**src/rtl/hs32_lsu.sv**
```systemverilog
// hs32_lsu -- load/store unit bridging a simple op interface to a
// request/ready memory port, with burst support, lane steering and
// load extension.
//
// Ports
//   clk, reset          clock, asynchronous active-high reset
//   req / rdy           op handshake: req is sampled only while rdy=1 (IDLE)
//   op_wr, op_size,     operation descriptor, latched when req is accepted
//   op_sext, op_addr,
//   op_cnt
//   wd / wd_ack         store data for the current beat; wd_ack pulses in the
//                       memory handshake cycle, after which the next beat's
//                       data must be presented
//   rd_data / rd_valid  load result, one registered pulse per beat
//   done / fault        one-cycle completion pulses; fcode holds the fault cause
//   addr, dtwm, bsel,   registered memory request fields
//   rw_mem, reqm
//   dtrm, rdym          memory read data and ready
//   dbg_state           current FSM state
//
// Memory handshake: a beat transfers in the cycle where reqm && rdym are both
// high. reqm stays high until that cycle (or a timeout) and drops on the next.
module hs32_lsu #(
    parameter int AW   = 32,
    parameter int DW   = 32,
    parameter int MAXB = 8,
    parameter int TMO  = 255,
    localparam int NB  = DW / 8,
    localparam int CW  = $clog2(MAXB + 1)
) (
    input  logic          clk,
    input  logic          reset,
    input  logic          req,
    output logic          rdy,
    input  logic          op_wr,
    input  logic [1:0]    op_size,
    input  logic          op_sext,
    input  logic [AW-1:0] op_addr,
    input  logic [CW-1:0] op_cnt,
    input  logic [DW-1:0] wd,
    output logic          wd_ack,
    output logic [DW-1:0] rd_data,
    output logic          rd_valid,
    output logic          done,
    output logic          fault,
    output logic [1:0]    fcode,
    output logic [AW-1:0] addr,
    output logic [DW-1:0] dtwm,
    input  logic [DW-1:0] dtrm,
    output logic          reqm,
    input  logic          rdym,
    output logic          rw_mem,
    output logic [NB-1:0] bsel,
    output logic [2:0]    dbg_state
);

    localparam int LW = $clog2(NB);
    localparam int TW = $clog2(TMO + 1);

    localparam logic [2:0] S_IDLE = 3'd0;
    localparam logic [2:0] S_CHK  = 3'd1;
    localparam logic [2:0] S_REQ  = 3'd2;
    localparam logic [2:0] S_GAP  = 3'd3;
    localparam logic [2:0] S_DONE = 3'd4;
    localparam logic [2:0] S_FLT  = 3'd5;

    logic [2:0]    state_q, state_d;
    logic          wr_q, wr_d;
    logic [1:0]    size_q, size_d;
    logic          sext_q, sext_d;
    logic [CW-1:0] cnt_q, cnt_d;
    logic [AW-1:0] cur_addr_q, cur_addr_d;   // address of the next beat to issue
    logic [CW-1:0] beat_q, beat_d;
    logic [TW-1:0] tmo_q, tmo_d;
    logic [AW-1:0] addr_q, addr_d;
    logic [DW-1:0] dtwm_q, dtwm_d;
    logic [NB-1:0] bsel_q, bsel_d;
    logic          rw_q, rw_d;
    logic          reqm_q, reqm_d;
    logic [DW-1:0] rd_data_q, rd_data_d;
    logic          rd_valid_q, rd_valid_d;
    logic          done_q, done_d;
    logic          fault_q, fault_d;
    logic [1:0]    fcode_q, fcode_d;

    logic [DW-1:0] ld_shift;
    logic [DW-1:0] ld_mask;
    logic          ld_sign;
    logic [DW-1:0] ld_data;
    logic          size_bad;
    logic          misal;
    logic          last_beat;

    function automatic logic [NB-1:0] beat_bsel(input logic [LW-1:0] lane,
                                                input logic [1:0] sz);
        logic [NB-1:0] r;
        case (sz)
            2'd0:    r = NB'(1) << lane;
            2'd1:    r = NB'(3) << lane;
            default: r = '1;
        endcase
        return r;
    endfunction

    function automatic logic [DW-1:0] beat_dtwm(input logic [DW-1:0] d,
                                                input logic [LW-1:0] lane,
                                                input logic w);
        return w ? (d << {lane, 3'b000}) : '0;
    endfunction

    always_comb begin
        state_d    = state_q;
        wr_d       = wr_q;
        size_d     = size_q;
        sext_d     = sext_q;
        cnt_d      = cnt_q;
        cur_addr_d = cur_addr_q;
        beat_d     = beat_q;
        tmo_d      = tmo_q;
        addr_d     = addr_q;
        dtwm_d     = dtwm_q;
        bsel_d     = bsel_q;
        rw_d       = rw_q;
        rd_data_d  = rd_data_q;
        rd_valid_d = 1'b0;
        fcode_d    = fcode_q;
        // done/fault are registered from the terminal state, so they appear
        // the cycle after DONE/FLT.
        done_d     = (state_q == S_DONE);
        fault_d    = (state_q == S_FLT);

        // Load path: bring the addressed lane down to bit 0, then extend.
        ld_shift = dtrm >> {addr_q[LW-1:0], 3'b000};
        case (size_q)
            2'd0: begin
                ld_mask = DW'(8'hFF);
                ld_sign = ld_shift[7];
            end
            2'd1: begin
                ld_mask = DW'(16'hFFFF);
                ld_sign = ld_shift[15];
            end
            default: begin
                ld_mask = '1;
                ld_sign = 1'b0;
            end
        endcase
        ld_data = (ld_shift & ld_mask) | ((sext_q && ld_sign) ? ~ld_mask : '0);

        size_bad  = (size_q == 2'd3) || ((size_q == 2'd2) && (DW == 16));
        misal     = ((size_q == 2'd1) && cur_addr_q[0]) ||
                    ((size_q == 2'd2) && (cur_addr_q[1:0] != 2'b00));
        last_beat = ((beat_q + CW'(1)) == cnt_q);

        case (state_q)
            S_IDLE: begin
                if (req) begin
                    wr_d       = op_wr;
                    size_d     = op_size;
                    sext_d     = op_sext;
                    cnt_d      = op_cnt;
                    cur_addr_d = op_addr;
                    beat_d     = '0;
                    fcode_d    = 2'd0;
                    state_d    = S_CHK;
                end
            end
            S_CHK: begin
                if (size_bad) begin
                    fcode_d = 2'd3;
                    state_d = S_FLT;
                end else if (misal) begin
                    fcode_d = 2'd1;
                    state_d = S_FLT;
                end else if (cnt_q == '0) begin
                    state_d = S_DONE;
                end else begin
                    addr_d  = cur_addr_q;
                    bsel_d  = beat_bsel(cur_addr_q[LW-1:0], size_q);
                    dtwm_d  = beat_dtwm(wd, cur_addr_q[LW-1:0], wr_q);
                    rw_d    = wr_q;
                    tmo_d   = '0;
                    state_d = S_REQ;
                end
            end
            S_REQ: begin
                if (rdym) begin
                    beat_d     = beat_q + CW'(1);
                    cur_addr_d = cur_addr_q + (AW'(1) << size_q);
                    if (!wr_q) begin
                        rd_data_d  = ld_data;
                        rd_valid_d = 1'b1;
                    end
                    state_d = last_beat ? S_DONE : S_GAP;
                end else if (tmo_q == TW'(TMO - 1)) begin
                    fcode_d = 2'd2;
                    state_d = S_FLT;
                end else begin
                    tmo_d = tmo_q + TW'(1);
                end
            end
            S_GAP: begin
                addr_d  = cur_addr_q;
                bsel_d  = beat_bsel(cur_addr_q[LW-1:0], size_q);
                dtwm_d  = beat_dtwm(wd, cur_addr_q[LW-1:0], wr_q);
                tmo_d   = '0;
                state_d = S_REQ;
            end
            S_DONE:  state_d = S_IDLE;
            S_FLT:   state_d = S_IDLE;
            default: state_d = S_IDLE;
        endcase

        // reqm is high exactly for the cycles spent in REQ.
        reqm_d = (state_d == S_REQ);
    end

    always_ff @(posedge clk or posedge reset) begin
        if (reset) begin
            state_q    <= S_IDLE;
            wr_q       <= 1'b0;
            size_q     <= 2'd0;
            sext_q     <= 1'b0;
            cnt_q      <= '0;
            cur_addr_q <= '0;
            beat_q     <= '0;
            tmo_q      <= '0;
            addr_q     <= '0;
            dtwm_q     <= '0;
            bsel_q     <= '0;
            rw_q       <= 1'b0;
            reqm_q     <= 1'b0;
            rd_data_q  <= '0;
            rd_valid_q <= 1'b0;
            done_q     <= 1'b0;
            fault_q    <= 1'b0;
            fcode_q    <= 2'd0;
        end else begin
            state_q    <= state_d;
            wr_q       <= wr_d;
            size_q     <= size_d;
            sext_q     <= sext_d;
            cnt_q      <= cnt_d;
            cur_addr_q <= cur_addr_d;
            beat_q     <= beat_d;
            tmo_q      <= tmo_d;
            addr_q     <= addr_d;
            dtwm_q     <= dtwm_d;
            bsel_q     <= bsel_d;
            rw_q       <= rw_d;
            reqm_q     <= reqm_d;
            rd_data_q  <= rd_data_d;
            rd_valid_q <= rd_valid_d;
            done_q     <= done_d;
            fault_q    <= fault_d;
            fcode_q    <= fcode_d;
        end
    end

    assign rdy       = (state_q == S_IDLE);
    // Store data is consumed in the handshake cycle itself.
    assign wd_ack    = (state_q == S_REQ) && rdym && wr_q;
    assign rd_data   = rd_data_q;
    assign rd_valid  = rd_valid_q;
    assign done      = done_q;
    assign fault     = fault_q;
    assign fcode     = fcode_q;
    assign addr      = addr_q;
    assign dtwm      = dtwm_q;
    assign bsel      = bsel_q;
    assign rw_mem    = rw_q;
    assign reqm      = reqm_q;
    assign dbg_state = state_q;

endmodule

```
**config.mk**
```make
export PLATFORM = sky130hd
export DESIGN_NAME = hs32_lsu
export DESIGN_NICKNAME = d
export VERILOG_FILES = /design/src/rtl/hs32_lsu.sv
export SDC_FILE = /design/constraint.sdc
export NUM_CORES = 1
export LEC_CHECK = 0
export ABC_CLOCK_PERIOD_IN_PS = 11100
export CORE_MARGIN = 4
export CORE_UTILIZATION = 50
export CTS_BUF_LIST = sky130_fd_sc_hd__clkbuf_2
export DETAILED_ROUTE_END_ITERATION = 16
export GPL_TIMING_DRIVEN = 0
export PLACE_DENSITY = 0.82
export SYNTH_ARGS = -nofsm -noshare
export SYNTH_HDL_FRONTEND = slang
export SYNTH_SLANG_ARGS = --single-unit
export TNS_END_PERCENT = 20
```
**constraint.sdc**
```tcl
create_clock -name clk -period 11.1 [get_ports clk]
set_clock_uncertainty 0.15 [all_clocks]
set_input_delay 1.665 -clock clk [delete_from_list [all_inputs] [get_ports clk]]
set_output_delay 1.665 -clock clk [all_outputs]
set_load 0.05 [all_outputs]
```
==> results.sh <==
export IMPL_outcome="complete, no violations"
export IMPL_coreArea_um2=16060
export IMPL_routed_via_density=5.772
export IMPL_placementRows=46
export IMPL_yosysSeqAreaShare_pct=48.95
export IMPL_fmax_ghz=0.1792
export IMPL_port_buffers=218
export IMPL_ant_nets=0
export IMPL_remaining_drc_errors=0
export IMPL_numCtsBuffers=17
export IMPL_syn_cell_area_um2=8282
export IMPL_worstSetupPathType="primary input to output pin"
export IMPL_multi_input_area_um2=3930
export IMPL_hold_viol_final=0
export IMPL_reg2reg_from="size_q[0]"
export IMPL_grt_pass1_vias=7493
export IMPL_powerDensity_nw_per_um2=337.3
export IMPL_fin_crit_sh_pct=50.27
export IMPL_final_layout_size_suffix_gt1_share_pct=9.593
export IMPL_grt_pass1_wl_mm=39.45
export IMPL_clkSlewWorstSetupHoldPaths_ps=190
export IMPL_hpwl_mm=18.74
export IMPL_final_area_um2=10920
export IMPL_die_y_um=136.7
export IMPL_reg2reg_to="cur_addr_q[26]"
export IMPL_ys_warn_count=0
export IMPL_grt_max_degree=87
export IMPL_crit_fanout=10
export IMPL_htreeDepth=4
export IMPL_most_common_layout_cells="218 x clkdlybuf4s50_1, 162 x dfrtp_1, 134 x nand2_1"
export IMPL_setup_viol=0
export IMPL_die_area_um2=18690
export IMPL_final_common_cell="clkdlybuf4s50_1"
export IMPL_max_slew_margin_pct=37.25
export IMPL_syn_to_final_growth_pct=31.88
export IMPL_cts_num_sinks=162
export IMPL_worst_slack_ps=5520
export IMPL_required_ps=9290
export IMPL_hp_start="dtwm[11]"
export IMPL_fin_setup_tns_ps=0
export IMPL_hold_class="register to register"
export IMPL_cts_setup_buffers=0
export IMPL_synthArstFlopShare_pct=100.0
export IMPL_rsz0062_at_grt="no"
export IMPL_fillers=1281
export IMPL_ys_ff_latch=162
export IMPL_ys_types=64
export IMPL_startpoint="rdym"
export IMPL_stdcell_count=1321
export IMPL_antenna_cells=0
export IMPL_routed_wl_mm=25.27
export IMPL_avgRoutedWirePerCell_um=19.13
export IMPL_synth_nets=971
export IMPL_gp_congestion=0.9236
export IMPL_cts_tree="done"
export IMPL_post_route_util_pct=68.01
export IMPL_pin_count=220
export IMPL_cts_resized_gates=0
export IMPL_irDropWorstVdd_mv=0.2069
export IMPL_nNetsFinal=1209
export IMPL_reg2reg_depth=10
export IMPL_cap_viol_max_count=0
export IMPL_synth_area_per_cell_um2=9.686
export IMPL_initial_core_util_pct=51.57
export IMPL_vias=7625
export IMPL_period_needed_ps=5580
export IMPL_fp_dieW_um=136.7
export IMPL_tightest_slew_ps=941.3
export IMPL_power_mw=3.683
export IMPL_insertion_delay_ps=760
export IMPL_seqCellArea_um2=4054
export IMPL_cts_root_buf="clkbuf_2"
export IMPL_grt_usage_pct=27.19
export IMPL_dpl_cell_count=1290
export IMPL_placed_cell_area_um2=10770
export IMPL_synth_edf_count=0
export IMPL_antenna_found_initial=0
export IMPL_place_worst_setup_slack_ps=5549
export IMPL_ctsHoldBuffers=0
export IMPL_overflow=0
export IMPL_cp_arrival_ps=3770
export IMPL_clockBufferDepth=2
export IMPL_cp_end_kind="output pin"
export IMPL_leakage_nw=4.550
export IMPL_syn_inst=855
export IMPL_hold_path_depth=2
export IMPL_drt_pass1_iter_count=6
export IMPL_slew_violations=0
export IMPL_ys_dominant_reg_cell="dfrtp_1"
export IMPL_holdWs_ps=358.1
export IMPL_first_iter_violations=720
export IMPL_timing_reg2reg_setup_slack_ps=7390
export IMPL_holdPathEnd="dtwm[11]"
export IMPL_cp_start_kind="primary input"
==> worst max-delay path by stage <==
stage	slack [ps]	depth (start not counted)	end
after floorplan	4910	1	addr[0]
after global placement	2690	2	tmo_q[4]
after detailed placement	5550	5	wd_ack
after CTS	5550	5	wd_ack
after global routing	5430	5	wd_ack
final	5520	5	wd_ack
==> power breakdown <==
part           internal, mW  leakage (nW)  switching (mW)
clock network        0.0570         0.113           0.201
logic                 0.833          2.46            1.53
registers             0.859          1.98           0.208
total                  1.75          4.55            1.93
==> sequential cells by signal (all words and copies together) (netlist names), 2 cells and up <==
signal	cells
addr	32
cur_addr_q	32
dtwm	32
rd_data	32
tmo_q	8
beat_q	4
bsel	4
cnt_q	4
dbg_state	3
fcode	2
size_q	2
==> synthesized netlist by cell type (all sizes together), types with 7 or more instances <==
library cell	number	area (um2)
clkbuf	36	135.1
a311oi	7	61.31
buf	22	128.9
xor2	8	70.07
nor2b	9	56.30
nand3	16	80.08
and3	9	56.30
o22a	15	131.4
o22ai	8	50.05
o21a	7	52.55
a211oi	15	117.6
a21oi	54	274.0
o21ai	64	320.3
inv	9	33.78
o31ai	11	82.58
and2	9	56.30
ha	7	87.58
dfrtp	162	4054
nor2	78	300.3
nand2	135	509.2
mux2i	35	350.3
o211ai	11	82.58
nand4	17	106.4
mux2	52	585.6
==> area by class of cell <==
class | instances | area share [%]
sequential | 162 | 37.12
inverter | 9 | 0.3781
buffer | 58 | 2.417
multi-input combinational | 626 | 35.98
clock inverter | 9 | 0.3895
clock buffer | 22 | 1.008
tap | 216 | 2.475
timing repair buffer | 219 | 20.23
==> worst max-delay path, cell delays in order <==
cell and delay (ps):
clkbuf_1 390, inv_1 110, nor2_1 550, and2_1 220, clkdlybuf4s50_1 830
==> kinds of logic after synthesis <==
kind of cell	count (synthesis)	share of synthesized area, %
AND/OR/NAND/NOR	300	16.48
buffers and inverters	67	3.596
adder cells (fa/ha/maj)	8	1.299
multiplexers	88	11.57
AO/OA/AOI/OAI	218	16.83
XOR/XNOR	12	1.269
flip-flops	162	48.95
==> layer usage <==
layer / share of wire, % / track usage (%)
met1: 42 / 36.03
met2: 47 / 43.67
met3: 8.2 / 6.250
met4: 2.8 / 10.25
met5: 0 / 0
Power figures use the tool's default switching activity.
